### config.mk
export PLATFORM = sky130hd
export DESIGN_NAME = pipeline_ctrl_flat
export DESIGN_NICKNAME = d
export VERILOG_FILES = /design/src/rtl/cpu_types_pkg.sv /design/src/rtl/pipeline_ctrl_if.sv /design/src/rtl/hazard_unit.sv /design/src/rtl/pipeline_ctrl.sv /design/src/flat_wrapper.sv
export SDC_FILE = /design/constraint.sdc
export NUM_CORES = 1
export LEC_CHECK = 0
export ABC_AREA = 1
export CAP_MARGIN = 10
export CORE_ASPECT_RATIO = 1.1
export CORE_MARGIN = 5
export CORE_UTILIZATION = 55
export DETAILED_ROUTE_END_ITERATION = 16
export PLACE_DENSITY = 0.85
export SLEW_MARGIN = 20
export SYNTH_ARGS = -nofsm -noshare
export SYNTH_HDL_FRONTEND = slang
export SYNTH_HIERARCHICAL = 1
export SYNTH_SLANG_ARGS = --single-unit
export TNS_END_PERCENT = 5
### constraint.sdc
create_clock -name CLK -period 2.95 [get_ports CLK]
set_input_delay 0.295 -clock CLK [delete_from_list [all_inputs] [get_ports CLK]]
set_output_delay 0.295 -clock CLK [all_outputs]
set_load 0.005 [all_outputs]
### src/rtl/cpu_types_pkg.sv
// rtl/cpu_types_pkg.sv - shared CPU types: register index and pipeline control state
package cpu_types_pkg;

    typedef logic [4:0] regbits_t;

    typedef enum logic [1:0] {
        RUN    = 2'd0,
        DRAIN  = 2'd1,
        HALTED = 2'd2
    } ctrl_state_t;

endpackage

### src/rtl/pipeline_ctrl_if.sv
// rtl/pipeline_ctrl_if.sv - datapath <-> pipeline controller signal bundle
interface pipeline_ctrl_if #(
    parameter int CNT_W = 32
);
    import cpu_types_pkg::*;

    logic             ihit;
    logic             dhit;
    logic             mem_dren;
    logic             mem_dwen;
    logic             mem_redirect;
    logic             ex_memtoReg;
    regbits_t         ex_dest_reg;
    regbits_t         id_rs;
    regbits_t         id_rt;
    logic             id_halt;
    logic             wb_halt;

    logic             pc_en;
    logic             ifid_en;
    logic             idex_en;
    logic             exmem_en;
    logic             memwb_en;
    logic             ifid_flush;
    logic             idex_flush;
    logic             exmem_flush;
    logic             memwb_flush;
    logic             halt;
    logic [CNT_W-1:0] stall_cnt;
    logic [CNT_W-1:0] flush_cnt;

    // Datapath side: supplies hazard/status inputs, consumes latch controls.
    modport master (
        output ihit, dhit, mem_dren, mem_dwen, mem_redirect, ex_memtoReg,
               ex_dest_reg, id_rs, id_rt, id_halt, wb_halt,
        input  pc_en, ifid_en, idex_en, exmem_en, memwb_en,
               ifid_flush, idex_flush, exmem_flush, memwb_flush,
               halt, stall_cnt, flush_cnt
    );

    modport slave (
        input  ihit, dhit, mem_dren, mem_dwen, mem_redirect, ex_memtoReg,
               ex_dest_reg, id_rs, id_rt, id_halt, wb_halt,
        output pc_en, ifid_en, idex_en, exmem_en, memwb_en,
               ifid_flush, idex_flush, exmem_flush, memwb_flush,
               halt, stall_cnt, flush_cnt
    );

endinterface

### src/rtl/hazard_unit.sv
// rtl/hazard_unit.sv - combinational load-use hazard detection between EX and ID
module hazard_unit
    import cpu_types_pkg::*;
(
    input  logic     i_ex_memtoReg,
    input  regbits_t i_ex_dest_reg,
    input  regbits_t i_id_rs,
    input  regbits_t i_id_rt,
    output logic     o_load_use
);

    // r0 is hardwired zero, so a load targeting it never creates a dependency.
    assign o_load_use = i_ex_memtoReg && (i_ex_dest_reg != '0) &&
                        ((i_ex_dest_reg == i_id_rs) || (i_ex_dest_reg == i_id_rt));

endmodule

### src/rtl/pipeline_ctrl.sv
// rtl/pipeline_ctrl.sv - stall/flush sequencer: halt FSM, latch control priority mux, counters
module pipeline_ctrl
    import cpu_types_pkg::*;
#(
    parameter int CNT_W = 32
) (
    input  logic CLK,
    input  logic nRST,
    pipeline_ctrl_if.slave bus
);

    ctrl_state_t      r_state;
    ctrl_state_t      w_next_state;
    logic [CNT_W-1:0] r_stall_cnt;
    logic [CNT_W-1:0] r_flush_cnt;

    logic w_load_use;
    logic w_dmem_busy;
    logic w_redirect_acc;
    logic w_pc_en;
    logic w_ifid_en, w_idex_en, w_exmem_en, w_memwb_en;
    logic w_ifid_flush, w_idex_flush, w_exmem_flush, w_memwb_flush;

    hazard_unit u_hazard (
        .i_ex_memtoReg (bus.ex_memtoReg),
        .i_ex_dest_reg (bus.ex_dest_reg),
        .i_id_rs       (bus.id_rs),
        .i_id_rt       (bus.id_rt),
        .o_load_use    (w_load_use)
    );

    assign w_dmem_busy    = (bus.mem_dren || bus.mem_dwen) && !bus.dhit;
    // A redirect during a data wait is held in MEM and only counted once the access completes.
    assign w_redirect_acc = (r_state != HALTED) && !w_dmem_busy && bus.mem_redirect;

    always_ff @(posedge CLK) begin
        if (!nRST) begin
            r_state <= RUN;
        end else begin
            r_state <= w_next_state;
        end
    end

    always_comb begin
        w_next_state = r_state;
        case (r_state)
            RUN: begin
                if (bus.wb_halt && w_memwb_en) begin
                    w_next_state = HALTED;
                end else if (bus.id_halt && !w_dmem_busy && !w_load_use) begin
                    w_next_state = DRAIN;
                end
            end
            DRAIN: begin
                if (bus.wb_halt && w_memwb_en) begin
                    w_next_state = HALTED;
                end else if (w_redirect_acc) begin
                    w_next_state = RUN;
                end
            end
            HALTED:  w_next_state = HALTED;
            default: w_next_state = RUN;
        endcase
    end

    always_comb begin
        w_pc_en       = 1'b1;
        w_ifid_en     = 1'b1;
        w_idex_en     = 1'b1;
        w_exmem_en    = 1'b1;
        w_memwb_en    = 1'b1;
        w_ifid_flush  = 1'b0;
        w_idex_flush  = 1'b0;
        w_exmem_flush = 1'b0;
        w_memwb_flush = 1'b0;
        if (r_state == HALTED || w_dmem_busy) begin
            w_pc_en    = 1'b0;
            w_ifid_en  = 1'b0;
            w_idex_en  = 1'b0;
            w_exmem_en = 1'b0;
            w_memwb_en = 1'b0;
        end else if (bus.mem_redirect) begin
            w_ifid_flush  = 1'b1;
            w_idex_flush  = 1'b1;
            w_exmem_flush = 1'b1;
        end else if (w_load_use) begin
            w_pc_en      = 1'b0;
            w_ifid_en    = 1'b0;
            w_idex_flush = 1'b1;
        end else if (r_state == DRAIN || !bus.ihit) begin
            w_pc_en      = 1'b0;
            w_ifid_flush = 1'b1;
        end
    end

    always_ff @(posedge CLK) begin
        if (!nRST) begin
            r_stall_cnt <= '0;
            r_flush_cnt <= '0;
        end else begin
            if (!w_pc_en && (r_state != HALTED) && (r_stall_cnt != '1)) begin
                r_stall_cnt <= r_stall_cnt + 1'b1;
            end
            if (w_redirect_acc && (r_flush_cnt != '1)) begin
                r_flush_cnt <= r_flush_cnt + 1'b1;
            end
        end
    end

    assign bus.pc_en       = w_pc_en;
    assign bus.ifid_en     = w_ifid_en;
    assign bus.idex_en     = w_idex_en;
    assign bus.exmem_en    = w_exmem_en;
    assign bus.memwb_en    = w_memwb_en;
    assign bus.ifid_flush  = w_ifid_flush;
    assign bus.idex_flush  = w_idex_flush;
    assign bus.exmem_flush = w_exmem_flush;
    assign bus.memwb_flush = w_memwb_flush;
    assign bus.halt        = (r_state == HALTED);
    assign bus.stall_cnt   = r_stall_cnt;
    assign bus.flush_cnt   = r_flush_cnt;

endmodule

### src/flat_wrapper.sv
// flat-port wrapper written by rule: the top's interface ports become plain ports
module pipeline_ctrl_flat import cpu_types_pkg::*;
#(
    parameter int CNT_W = 32
)
  (CLK, nRST, bus_ihit, bus_dhit, bus_mem_dren, bus_mem_dwen, bus_mem_redirect, bus_ex_memtoReg, bus_ex_dest_reg, bus_id_rs, bus_id_rt, bus_id_halt, bus_wb_halt, bus_pc_en, bus_ifid_en, bus_idex_en, bus_exmem_en, bus_memwb_en, bus_ifid_flush, bus_idex_flush, bus_exmem_flush, bus_memwb_flush, bus_halt, bus_stall_cnt, bus_flush_cnt);
  pipeline_ctrl_if #(.CNT_W(CNT_W)) bus_i ();
  input  logic CLK;
  input  logic nRST;
  input wire logic [$bits(bus_i.ihit)-1:0] bus_ihit;
  input wire logic [$bits(bus_i.dhit)-1:0] bus_dhit;
  input wire logic [$bits(bus_i.mem_dren)-1:0] bus_mem_dren;
  input wire logic [$bits(bus_i.mem_dwen)-1:0] bus_mem_dwen;
  input wire logic [$bits(bus_i.mem_redirect)-1:0] bus_mem_redirect;
  input wire logic [$bits(bus_i.ex_memtoReg)-1:0] bus_ex_memtoReg;
  input wire logic [$bits(bus_i.ex_dest_reg)-1:0] bus_ex_dest_reg;
  input wire logic [$bits(bus_i.id_rs)-1:0] bus_id_rs;
  input wire logic [$bits(bus_i.id_rt)-1:0] bus_id_rt;
  input wire logic [$bits(bus_i.id_halt)-1:0] bus_id_halt;
  input wire logic [$bits(bus_i.wb_halt)-1:0] bus_wb_halt;
  output wire logic [$bits(bus_i.pc_en)-1:0] bus_pc_en;
  output wire logic [$bits(bus_i.ifid_en)-1:0] bus_ifid_en;
  output wire logic [$bits(bus_i.idex_en)-1:0] bus_idex_en;
  output wire logic [$bits(bus_i.exmem_en)-1:0] bus_exmem_en;
  output wire logic [$bits(bus_i.memwb_en)-1:0] bus_memwb_en;
  output wire logic [$bits(bus_i.ifid_flush)-1:0] bus_ifid_flush;
  output wire logic [$bits(bus_i.idex_flush)-1:0] bus_idex_flush;
  output wire logic [$bits(bus_i.exmem_flush)-1:0] bus_exmem_flush;
  output wire logic [$bits(bus_i.memwb_flush)-1:0] bus_memwb_flush;
  output wire logic [$bits(bus_i.halt)-1:0] bus_halt;
  output wire logic [$bits(bus_i.stall_cnt)-1:0] bus_stall_cnt;
  output wire logic [$bits(bus_i.flush_cnt)-1:0] bus_flush_cnt;
  assign bus_i.ihit = bus_ihit;
  assign bus_i.dhit = bus_dhit;
  assign bus_i.mem_dren = bus_mem_dren;
  assign bus_i.mem_dwen = bus_mem_dwen;
  assign bus_i.mem_redirect = bus_mem_redirect;
  assign bus_i.ex_memtoReg = bus_ex_memtoReg;
  assign bus_i.ex_dest_reg = bus_ex_dest_reg;
  assign bus_i.id_rs = bus_id_rs;
  assign bus_i.id_rt = bus_id_rt;
  assign bus_i.id_halt = bus_id_halt;
  assign bus_i.wb_halt = bus_wb_halt;
  assign bus_pc_en = bus_i.pc_en;
  assign bus_ifid_en = bus_i.ifid_en;
  assign bus_idex_en = bus_i.idex_en;
  assign bus_exmem_en = bus_i.exmem_en;
  assign bus_memwb_en = bus_i.memwb_en;
  assign bus_ifid_flush = bus_i.ifid_flush;
  assign bus_idex_flush = bus_i.idex_flush;
  assign bus_exmem_flush = bus_i.exmem_flush;
  assign bus_memwb_flush = bus_i.memwb_flush;
  assign bus_halt = bus_i.halt;
  assign bus_stall_cnt = bus_i.stall_cnt;
  assign bus_flush_cnt = bus_i.flush_cnt;
  pipeline_ctrl #(.CNT_W(CNT_W)) u_core (.CLK(CLK), .nRST(nRST), .bus(bus_i));
endmodule
==> flow_summary.toml <==
[run_status]
status = "finished, final reports clean"

[finish]
n_antenna_cell = 0
instances_no_fill = 972
mostFrequentLayoutCell = "nand2_1"
drive_gt1_share_pct = 11.1
mostFrequentLayoutCells = "nand2_1, nor2_1, clkdlybuf4s50_1"
nNetsFinal = 883
fill_cells = 704
syn_to_final_growth_pct = 27.3
design_area_mm2 = 0.00588

[power]
p_int_mw = 1.66
combPwrFrac_pct = 15.1
power_frac_seq_pct = 42.1
clkPwrFrac_pct = 42.8
ir_worst_vdd_mv = 0.244
p_leak_nw = 2.24
p_switching_mw = 0.598
power_density_mw_per_mm2 = 383
p_sw_share_pct = 26.5

[yosys]
synth_cells = 764
synth_area_per_cell_um2 = 6.04
synth_edf_count = 0
synth-warning-count = 6
syn_area_mm2 = 0.00462
synth_top_area_share_pct = 28.6
synth_nets = 791
ys.flop_type = "dfxtp_1"
ys_types = 35
ys_seq_elements = 66
synth-seq-area-share_pct = 28.6
synth_area_leaders = "dfxtp_1, nand2_1, nor2_1"
synth.largest_area_cell = "dfxtp_1"
async_flop_share_pct = 0

[clock_tree]
hold_buffers = 0
ctsResizeCount = 0
cts_root_buf = "clkbuf_8"
cts_setup_buffers = 0
htreeDepth = 3
clock_latency_ps = 340
cts_buffers = 9
cts_tree = "yes"
cts.path.max_buffers = 2
numClockSinks = 66
clkTransAtPathRegs_ps = 70

[floorplanning]
die_area_mm2 = 0.0103
num_rows = 35
die_y_um = 106
die_w_um = 97.4
initial_core_util_pct = 55.8
core_mm2 = 0.00828
boundaryPins = 99

[drt]
first_pass_iters = 5
viasPerCell = 5.23
dr_wl_met2_um = 6300
drt-met1-wl_um = 5400
routedWlPerCell_um = 13.2
drcViolationCount = 0
drt-initial-drc-count = 249
wl_met3_um = 799
drt_wl_total_um = 12800
routed.top_layer = "met4"
ant_nets = 0
via_count = 5081

[global_routing]
grt_pass1_wl_um = 21300
grt_usage_pct = 24.4
grt-ovfl-total = 0
grt_pass1_vias = 4740
antenna_found_initial = 0
grt_max_degree = 35

[setup_path]
path_cells = "clkdlybuf4s50_1 -> inv_2 -> nand2_1 -> nand2_1 -> nor2_1 -> nand3_1 -> a21oi_2 -> inv_1 -> nand3_1 -> nand2_1 -> nand2_1 -> inv_1 -> clkdlybuf4s50_1"
r2r-end = "u_core/bus.flush_cnt[2]"
cp_slowest_cell = "clkdlybuf4s50_1"
cp_common_cell = "nand2_1"
cp_data_arrival_time_ps = 2180
crit_path_end_kind = "output port"
regToRegStartpoint = "u_core/bus.flush_cnt[0]"
reg2reg_depth = 10
max_stage_delay_ps = 560
cp_top_family = "buffers and inverters"
cp_num_buf_inv = 5
critPathLaunchType = "primary input"
r2r_slack_ps = 780
cp.required_ps = 2650
crit_fanout = 4
critical_path_class = "in2out"

[timing]
tightestPinTransition_ps = 780
fmax_mhz = 404
slew-limit-headroom_pct = 48.0
post-route-min-period_ps = 2480
post-route-period-util_pct = 84.0
timing.final.hold_violations = 0
rsz0062_at_grt = "no"
finalWorstSetupSlack_ps = 473
tns_ps = 0
finalSetupViolCount = 0
finClkSkew_ps = 7.67
finalMaxSlewViolations = 0

[worst_hold_path]
hold_path.class = "reg2reg"
min_from = "u_core/bus.flush_cnt[22]"
hold-path-cell-count = 2
worstHoldEndpoint = "u_core/bus.flush_cnt[22]"

[placement]
dp_cells = 956
pre_cts_slack_ps = 398
dpl_cell_area_mm2 = 0.00563
dp_hpwl_um = 9600
place_congestion = 0.912
io_buffers = 97

[flow_run]
max-cap-violations = 0
==> metrics by stage <==
step                      total power [mW]  utilization (%)  hold slack, ps
final                                 2.25             71.0             533
after global routing                  2.34             71.0             556
after CTS                             2.26             71.0             536
after detailed placement              1.31             68.0             527
after global placement                1.30             68.0             510
after floorplan                       1.17                -             450
==> area by class of cell <==
type / count / area [um2] / share of cell area, %
clock buffers: 10 / 138 / 2.34
clock inverters: 6 / 114 / 1.94
inverters: 76 / 285 / 4.85
multi-input cells: 601 / 2860 / 48.7
flip-flops and latches: 66 / 1320 / 22.5
well taps: 111 / 139 / 2.36
repair buffers: 102 / 1020 / 17.4
==> routing by layer <==
layer	global-route usage (%)	up-vias
li1	-	2548
met1	29.0	2317
met2	42.8	186
met3	5.25	30
met4	9.30	0
met5	0	-
==> worst register-to-register path: cells and delay by family (launching register included) <==
kind | cells | cell delay (ps)
and+or+nand+nor | 7 | 1130
DFF | 1 | 410
adders and majority gates | 1 | 250
AOI/OAI and AO/OA | 1 | 140
buffers and inverters | 1 | 130
==> power groups by stage <==
stage	registers [mW]	clock network, mW	logic (mW)
after floorplan	0.963	0	0.210
after global placement	0.968	0	0.329
after detailed placement	0.970	0	0.337
after CTS	0.949	0.974	0.339
after global routing	0.954	1.01	0.373
final	0.949	0.965	0.340
==> synth_stat cells, types with 6 or more instances <==
cell type / instances
nand3_1: 40
nor2_1: 145
nor2_2: 7
nand2_2: 24
xor2_1: 16
inv_1: 69
a21oi_1: 23
dfxtp_1: 66
o21ai_0: 9
nand2_1: 258
buf_2: 6
nand4_1: 12
inv_2: 7
xnor2_1: 9
a21oi_2: 25
==> logic make-up after synthesis <==
group | synth area share (%)
xor+xnor | 4.74
fa+ha+maj | 0.542
compound gates | 9.37
simple gates | 47.2
flops | 28.6
buf+inv | 9.46
other cells | 0.0812
==> flip-flops by register name (all words and copies together) (netlist names) <==
register,count
u_core/bus.flush_cnt,32
u_core/r_state,2
u_core/bus.stall_cnt,32
==> worst max-delay path by stage <==
stage	startpoint	endpoint	slack, ps	depth (start not counted)
finish	bus_ex_dest_reg[4]	bus_pc_en	470	13
global route	bus_ex_dest_reg[4]	bus_pc_en	350	13
CTS	bus_ex_dest_reg[4]	bus_pc_en	490	13
detailed placement	bus_ex_dest_reg[4]	u_core/bus.stall_cnt[2]	400	14
global placement	bus_ex_dest_reg[4]	u_core/bus.stall_cnt[12]	490	14
floorplan	bus_id_rs[2]	u_core/bus.stall_cnt[28]	1290	14
Note: power is estimated with default switching activity, not from simulation.
